<file path="config.mk">
export PLATFORM = sky130hd
export DESIGN_NAME = voice_mix_engine
export DESIGN_NICKNAME = d
export VERILOG_FILES = /design/src/rtl/voice_mix_engine.sv
export SDC_FILE = /design/constraint.sdc
export NUM_CORES = 2
export LEC_CHECK = 0
export CAP_MARGIN = 20
export CORE_MARGIN = 10
export CORE_UTILIZATION = 50
export CTS_BUF_LIST = sky130_fd_sc_hd__clkbuf_4
export DETAILED_ROUTE_END_ITERATION = 7
export PLACE_DENSITY = 0.71
export SYNTH_ARGS = -nofsm -noshare
export SYNTH_HDL_FRONTEND = slang
export SYNTH_SLANG_ARGS = --single-unit
</file>
<file path="constraint.sdc">
create_clock -name clk -period 9.5 [get_ports clk]
set_input_delay 1.9 -clock clk [delete_from_list [all_inputs] [get_ports clk]]
set_output_delay 1.9 -clock clk [all_outputs]
set_load 0.05 [all_outputs]
</file>
<file path="src/rtl/voice_mix_engine.sv">
// voice_mix_engine: time-multiplexed wavetable voice mixer.
// Each voice slot is visited for four cycles per frame; the per-voice
// contributions are summed into a wide accumulator and the saturated
// frame sum is published once per frame.
//
// state  | meaning
// -------+-----------------------------------------------------------
// LOAD   | latch gate/delta/gain/phase of the current voice slot
// STEP   | advance phase, write it back, present wavetable address
// WAIT   | wavetable read latency
// MIX    | accumulate contribution; last voice closes the frame
module voice_mix_engine #(
   parameter int NUM_VOICES = 16,
   parameter int PHASE_W    = 32,
   parameter int WT_ADDR_W  = 10,
   parameter int WAVE_W     = 16,
   parameter int GAIN_W     = 8,
   parameter int OUT_W      = 24
) (
   input  logic                            clk,
   input  logic                            reset,
   input  logic                            upd_valid,
   output logic                            upd_ready,
   input  logic [$clog2(NUM_VOICES)-1:0]   upd_voice,
   input  logic                            upd_gate,
   input  logic [PHASE_W-1:0]              upd_delta,
   input  logic [GAIN_W-1:0]               upd_gain,
   output logic [WT_ADDR_W-1:0]            wt_phase,
   input  logic signed [WAVE_W-1:0]        wt_sample,
   output logic signed [OUT_W-1:0]         out_sample,
   output logic                            out_valid,
   output logic [$clog2(NUM_VOICES):0]     active_count
);

   localparam int VW     = $clog2(NUM_VOICES);
   localparam int ACC_W  = OUT_W + VW;
   localparam int PROD_W = WAVE_W + GAIN_W + 1;
   localparam int CON_W  = WAVE_W + 1;

   localparam logic [1:0] S_LOAD = 2'd0;
   localparam logic [1:0] S_STEP = 2'd1;
   localparam logic [1:0] S_WAIT = 2'd2;
   localparam logic [1:0] S_MIX  = 2'd3;

   logic               gate_mem  [NUM_VOICES];
   logic [PHASE_W-1:0] phase_mem [NUM_VOICES];
   logic [PHASE_W-1:0] delta_mem [NUM_VOICES];
   logic [GAIN_W-1:0]  gain_mem  [NUM_VOICES];

   logic [1:0]         state;
   logic [VW-1:0]      voice;
   logic               run;

   logic               cur_gate;
   logic [PHASE_W-1:0] cur_phase;
   logic [PHASE_W-1:0] cur_delta;
   logic [GAIN_W-1:0]  cur_gain;

   logic signed [ACC_W-1:0] acc;
   logic [VW:0]             gate_cnt;

   logic                    accept;
   logic                    last_voice;
   logic [PHASE_W-1:0]      next_phase;
   logic signed [PROD_W-1:0] product;
   logic signed [CON_W-1:0] contrib;
   logic signed [ACC_W-1:0] contrib_ext;
   logic signed [ACC_W-1:0] acc_sum;
   logic                    sum_fits;
   logic [OUT_W-1:0]        sum_sat;
   logic [VW:0]             gate_inc;
   logic                    unused_prod_lsbs;

   // Updates are refused only in STEP, where the phase write-back owns the slot store.
   assign upd_ready  = run && (state != S_STEP);
   assign accept     = upd_valid && upd_ready;
   assign last_voice = &voice;
   assign next_phase = cur_phase + cur_delta;
   assign gate_inc   = {{VW{1'b0}}, cur_gate};

   // Contribution = floor(sample * gain / 2^GAIN_W); gain is unsigned so it gets a zero sign bit.
   always_comb begin
      product          = PROD_W'($signed(wt_sample)) * PROD_W'($signed({1'b0, cur_gain}));
      contrib          = cur_gate ? $signed(product[PROD_W-1:GAIN_W]) : '0;
      unused_prod_lsbs = ^product[GAIN_W-1:0];
      contrib_ext      = {{(ACC_W-CON_W){contrib[CON_W-1]}}, contrib};
      acc_sum          = acc + contrib_ext;
      sum_fits         = (acc_sum[ACC_W-1:OUT_W-1] == {(ACC_W-OUT_W+1){acc_sum[ACC_W-1]}});
      if (sum_fits)
         sum_sat = acc_sum[OUT_W-1:0];
      else if (acc_sum[ACC_W-1])
         sum_sat = {1'b1, {(OUT_W-1){1'b0}}};
      else
         sum_sat = {1'b0, {(OUT_W-1){1'b1}}};
   end

   // Gate and phase store: cleared on reset, written by updates and by the STEP write-back.
   // A 0->1 gate edge can only hit a slot whose latched gate is 0, so it never races the write-back.
   always_ff @(posedge clk or negedge reset) begin
      if (!reset) begin
         for (int i = 0; i < NUM_VOICES; i++) begin
            gate_mem[i]  <= 1'b0;
            phase_mem[i] <= '0;
         end
      end else begin
         if (accept) begin
            gate_mem[upd_voice] <= upd_gate;
            if (upd_gate && !gate_mem[upd_voice])
               phase_mem[upd_voice] <= '0;
         end else if (state == S_STEP && cur_gate) begin
            phase_mem[voice] <= next_phase;
         end
      end
   end

   // Tuning and gain store; values are meaningless until the first note-on writes them.
   always_ff @(posedge clk) begin
      if (accept) begin
         delta_mem[upd_voice] <= upd_delta;
         gain_mem[upd_voice]  <= upd_gain;
      end
   end

   // Voice sequencer, accumulator and frame output.
   always_ff @(posedge clk or negedge reset) begin
      if (!reset) begin
         state        <= S_LOAD;
         voice        <= '0;
         run          <= 1'b0;
         cur_gate     <= 1'b0;
         cur_phase    <= '0;
         cur_delta    <= '0;
         cur_gain     <= '0;
         acc          <= '0;
         gate_cnt     <= '0;
         wt_phase     <= '0;
         out_sample   <= '0;
         out_valid    <= 1'b0;
         active_count <= '0;
      end else begin
         run       <= 1'b1;
         out_valid <= 1'b0;
         if (run) begin
            case (state)
               S_LOAD: begin
                  cur_gate  <= gate_mem[voice];
                  cur_phase <= phase_mem[voice];
                  cur_delta <= delta_mem[voice];
                  cur_gain  <= gain_mem[voice];
                  state     <= S_STEP;
               end
               S_STEP: begin
                  wt_phase <= cur_gate ? next_phase[PHASE_W-1 -: WT_ADDR_W] : '0;
                  state    <= S_WAIT;
               end
               S_WAIT: begin
                  state <= S_MIX;
               end
               S_MIX: begin
                  if (last_voice) begin
                     out_sample   <= sum_sat;
                     out_valid    <= 1'b1;
                     active_count <= gate_cnt + gate_inc;
                     acc          <= '0;
                     gate_cnt     <= '0;
                  end else begin
                     acc      <= acc_sum;
                     gate_cnt <= gate_cnt + gate_inc;
                  end
                  voice <= voice + VW'(1);
                  state <= S_LOAD;
               end
               default: state <= S_LOAD;
            endcase
         end
      end
   end

endmodule

</file>
==> results.toml <==
[status]
status = "finished, final reports clean"

[global_routing]
grt-ovfl-total = 0
grt_usage_pct = 23.1
first_global_vias = 37900
grt_pass1_wl_um = 238000
grt_max_degree = 179
antenna_found_initial = 18

[cells_and_area]
nets = 4375
syn2layout_area_growth_pct = 12.5
multiInputGateArea_um2 = 22500
fillCellCount = 9440
stdcell_count = 5946
drive_above_1_share_pct = 26.9
seqCellArea_um2 = 36300
fin_area_um2 = 67500

[die]
core.rowCount = 127
dieArea_um2 = 134000
chipHeight_um = 366
ioPinCount = 105
fp.dieW_um = 366
design.core.area_um2 = 119000
start_util_pct = 50.2

[routing]
drc = 0
vias_per_cell = 6.17
firstDrtPassIters = 5
wirelength_um = 156000
num_vias = 36700
antenna_left = 0
drtIter0Drc = 3891
routedWlPerCell_um = 26.2

[clock_network]
cts_sinks = 1321
post_cts_buffers = 0
worstSkewPairLatency_ps = 1230
clk_pin_slew_worst_paths_ps = 60
ctsResizeCount = 0
cts_root_buffer = "clkbuf_4"
clock_path_buffers = 4
cts_tree = "yes"
postCtsHoldBufs = 0
cts_made_buffers = 346
htree_num_levels = 5

[setup_path]
slowest_delay_ps = 610
critical_path_class = "input port to flop"
cpMostUsedCell = "fa_1"
path_max_fanout = 23
arrival_ps = 9370
slowest_stage = "clkdlybuf4s50_1"
rrSetupSlack_ps = 1690
start_kind = "input port"
r2r.worst_path.cells = 29
cp_data_required_time_ps = 10580
crit_path_end_kind = "flop"

[pwr]
ir_drop_mv = 0.418
p_leak_nw = 27.5
power_density_nw_per_um2 = 378

[timing]
fmax_mhz = 121
timing.slew.headroom_pct = 29.3
maxSlewViolCount = 0
setup-violations-final = 0
rsz0062_at_grt = "false"
report.final.hold_viol_count = 0
worst_slew_pin_slew_ps = 1060
post-route-period-util_pct = 87.3
fin_crit_ps = 8290
finClkSkew_ps = 146
holdWs_ps = 477

[synthesis]
synth_common_cells = "681 x dfrtp_1, 640 x edfxtp_1, 492 x a22o_1"
synth_area_leaders = "edfxtp_1 32%, dfrtp_1 28%, mux4_2 14%, a22o_1 7.2%, fa_1 3.4%"
synth-seq-area-share_pct = 60.4
yosys.area.top_type = "edfxtp_1"
netlist_instances = 3795
synth_edf_count = 640
synth-warning-count = 0
synth_top_area_share_pct = 32.0
synth.most_common_cell = "dfrtp_1"
syn_avg_cell_area_um2 = 15.8
synthArstFlopShare_pct = 51.6
syn-cell-area_um2 = 60000
ys_ff_latch = 1321
synth_ff_type = "dfrtp_1"
netlist-cell-type-count = 72
syn_nets = 4077

[min_path]
hold_path.class = "flop to flop"
worstHoldPathCells = 2

[place]
gp_congestion = 0.855
port_buffers = 104
post_dp_cell_area_um2 = 63200
post-dp-hpwl_um = 83400
place_inst = 5350

[flow_run]
cap_violations = 0
## final cells by class
cell class                 count  share of cell area (%)
timing repair buffer         211                    2.88
tap                         1612                    2.99
multi-input combinational   2058                    33.3
antenna                        4                  0.0148
clock buffer                 509                    5.66
inverter                     155                   0.862
clock inverter                76                   0.534
sequential                  1321                    53.7
## worst max-delay path, delay by kind of cell
| kind | cells | cell delay [ps] |
|---|---|---|
| compound gates | 11 | 2420 |
| xor+xnor | 1 | 110 |
| fa+ha+maj | 6 | 2710 |
| buf+inv | 5 | 1030 |
| simple gates | 7 | 1170 |
## metal layers
layer,wire length (um),GRT usage (%)
met5,189,0
met4,4870,8.75
met3,15600,6.26
met2,72400,35.0
met1,62700,32.0
## per-stage QoR
step	power (mW)	utilization, %	worst slack [ps]	TNS, ps
floorplan	17.3	-	904	0
global placement	20.6	52.9	115	0
detailed placement	20.8	52.9	-48.0	-354
CTS	25.6	56.4	1310	0
global route	27.5	56.5	685	0
finish	25.5	56.5	1210	0
## sequential cells by signal, summed over array words and instances, names as in the netlist
register,cells
cur_gate,1
delta_mem,512
voice,4
gate_mem,16
cur_phase,32
run,1
acc,28
active_count,5
cur_delta,32
phase_mem,512
out_valid,1
state,2
gate_cnt,5
cur_gain,8
wt_phase,10
gain_mem,128
out_sample,24
## cells by family (layout without fill, tap and decap cells)
group | Yosys count | in the layout | synth area share (%)
mux | 459 | 459 | 15.6
buf+inv | 416 | 951 | 2.80
flops | 1321 | 1321 | 60.4
other cells | 1 | 5 | 0.00625
xor+xnor | 75 | 75 | 1.11
fa+ha+maj | 218 | 218 | 5.83
simple gates | 482 | 482 | 3.70
compound gates | 823 | 823 | 10.6
## layout by cell type, fill, tap and decap left out, drive strengths merged, types with 6 or more instances in the layout
cell           synthesis  final
dfrtp                681    681
edfxtp               640    640
clkbuf               165    509
a22o                 492    492
mux4                 370    370
nand2                221    221
inv                  155    161
o21ai                137    137
ha                   115    115
buf                   96    108
fa                   103    103
clkdlybuf4s50          0    103
mux2                  89     89
a21oi                 88     88
and2                  86     86
nor2                  83     83
clkinv                 0     66
xnor2                 49     49
a21o                  29     29
nand3                 27     27
xor2                  26     26
nor3                  18     18
o21a                  13     13
o211ai                 9      9
nand2b                 8      8
a211oi                 8      8
nand4                  7      7
and3                   7      7
o21bai                 7      7
nor2b                  6      6
## power by group
group	switching [mW]	internal, mW	leakage (nW)
Combinational	7.44	5.85	10.1
Clock	2.25	2.49	2.52
Sequential	0.748	6.74	14.8
Total	10.4	15.1	27.5
## worst paths after layout
path,endpoint,start
worst max-delay path,out_sample[7]$_DFFE_PN0P_,wt_sample[11]
worst min-delay path,phase_mem[2]$_DFFE_PN0P_,phase_mem[2]$_DFFE_PN0P_
worst max register to register,out_sample[7]$_DFFE_PN0P_,cur_gain[0]$_DFFE_PN0P_
worst min register to register,phase_mem[2]$_DFFE_PN0P_,phase_mem[2]$_DFFE_PN0P_
max in group asynchronous,cur_gain[3]$_DFFE_PN0P_,reset
min in group asynchronous,phase_mem[24]$_DFFE_PN0P_,reset
(Power assumes the default switching activity.)
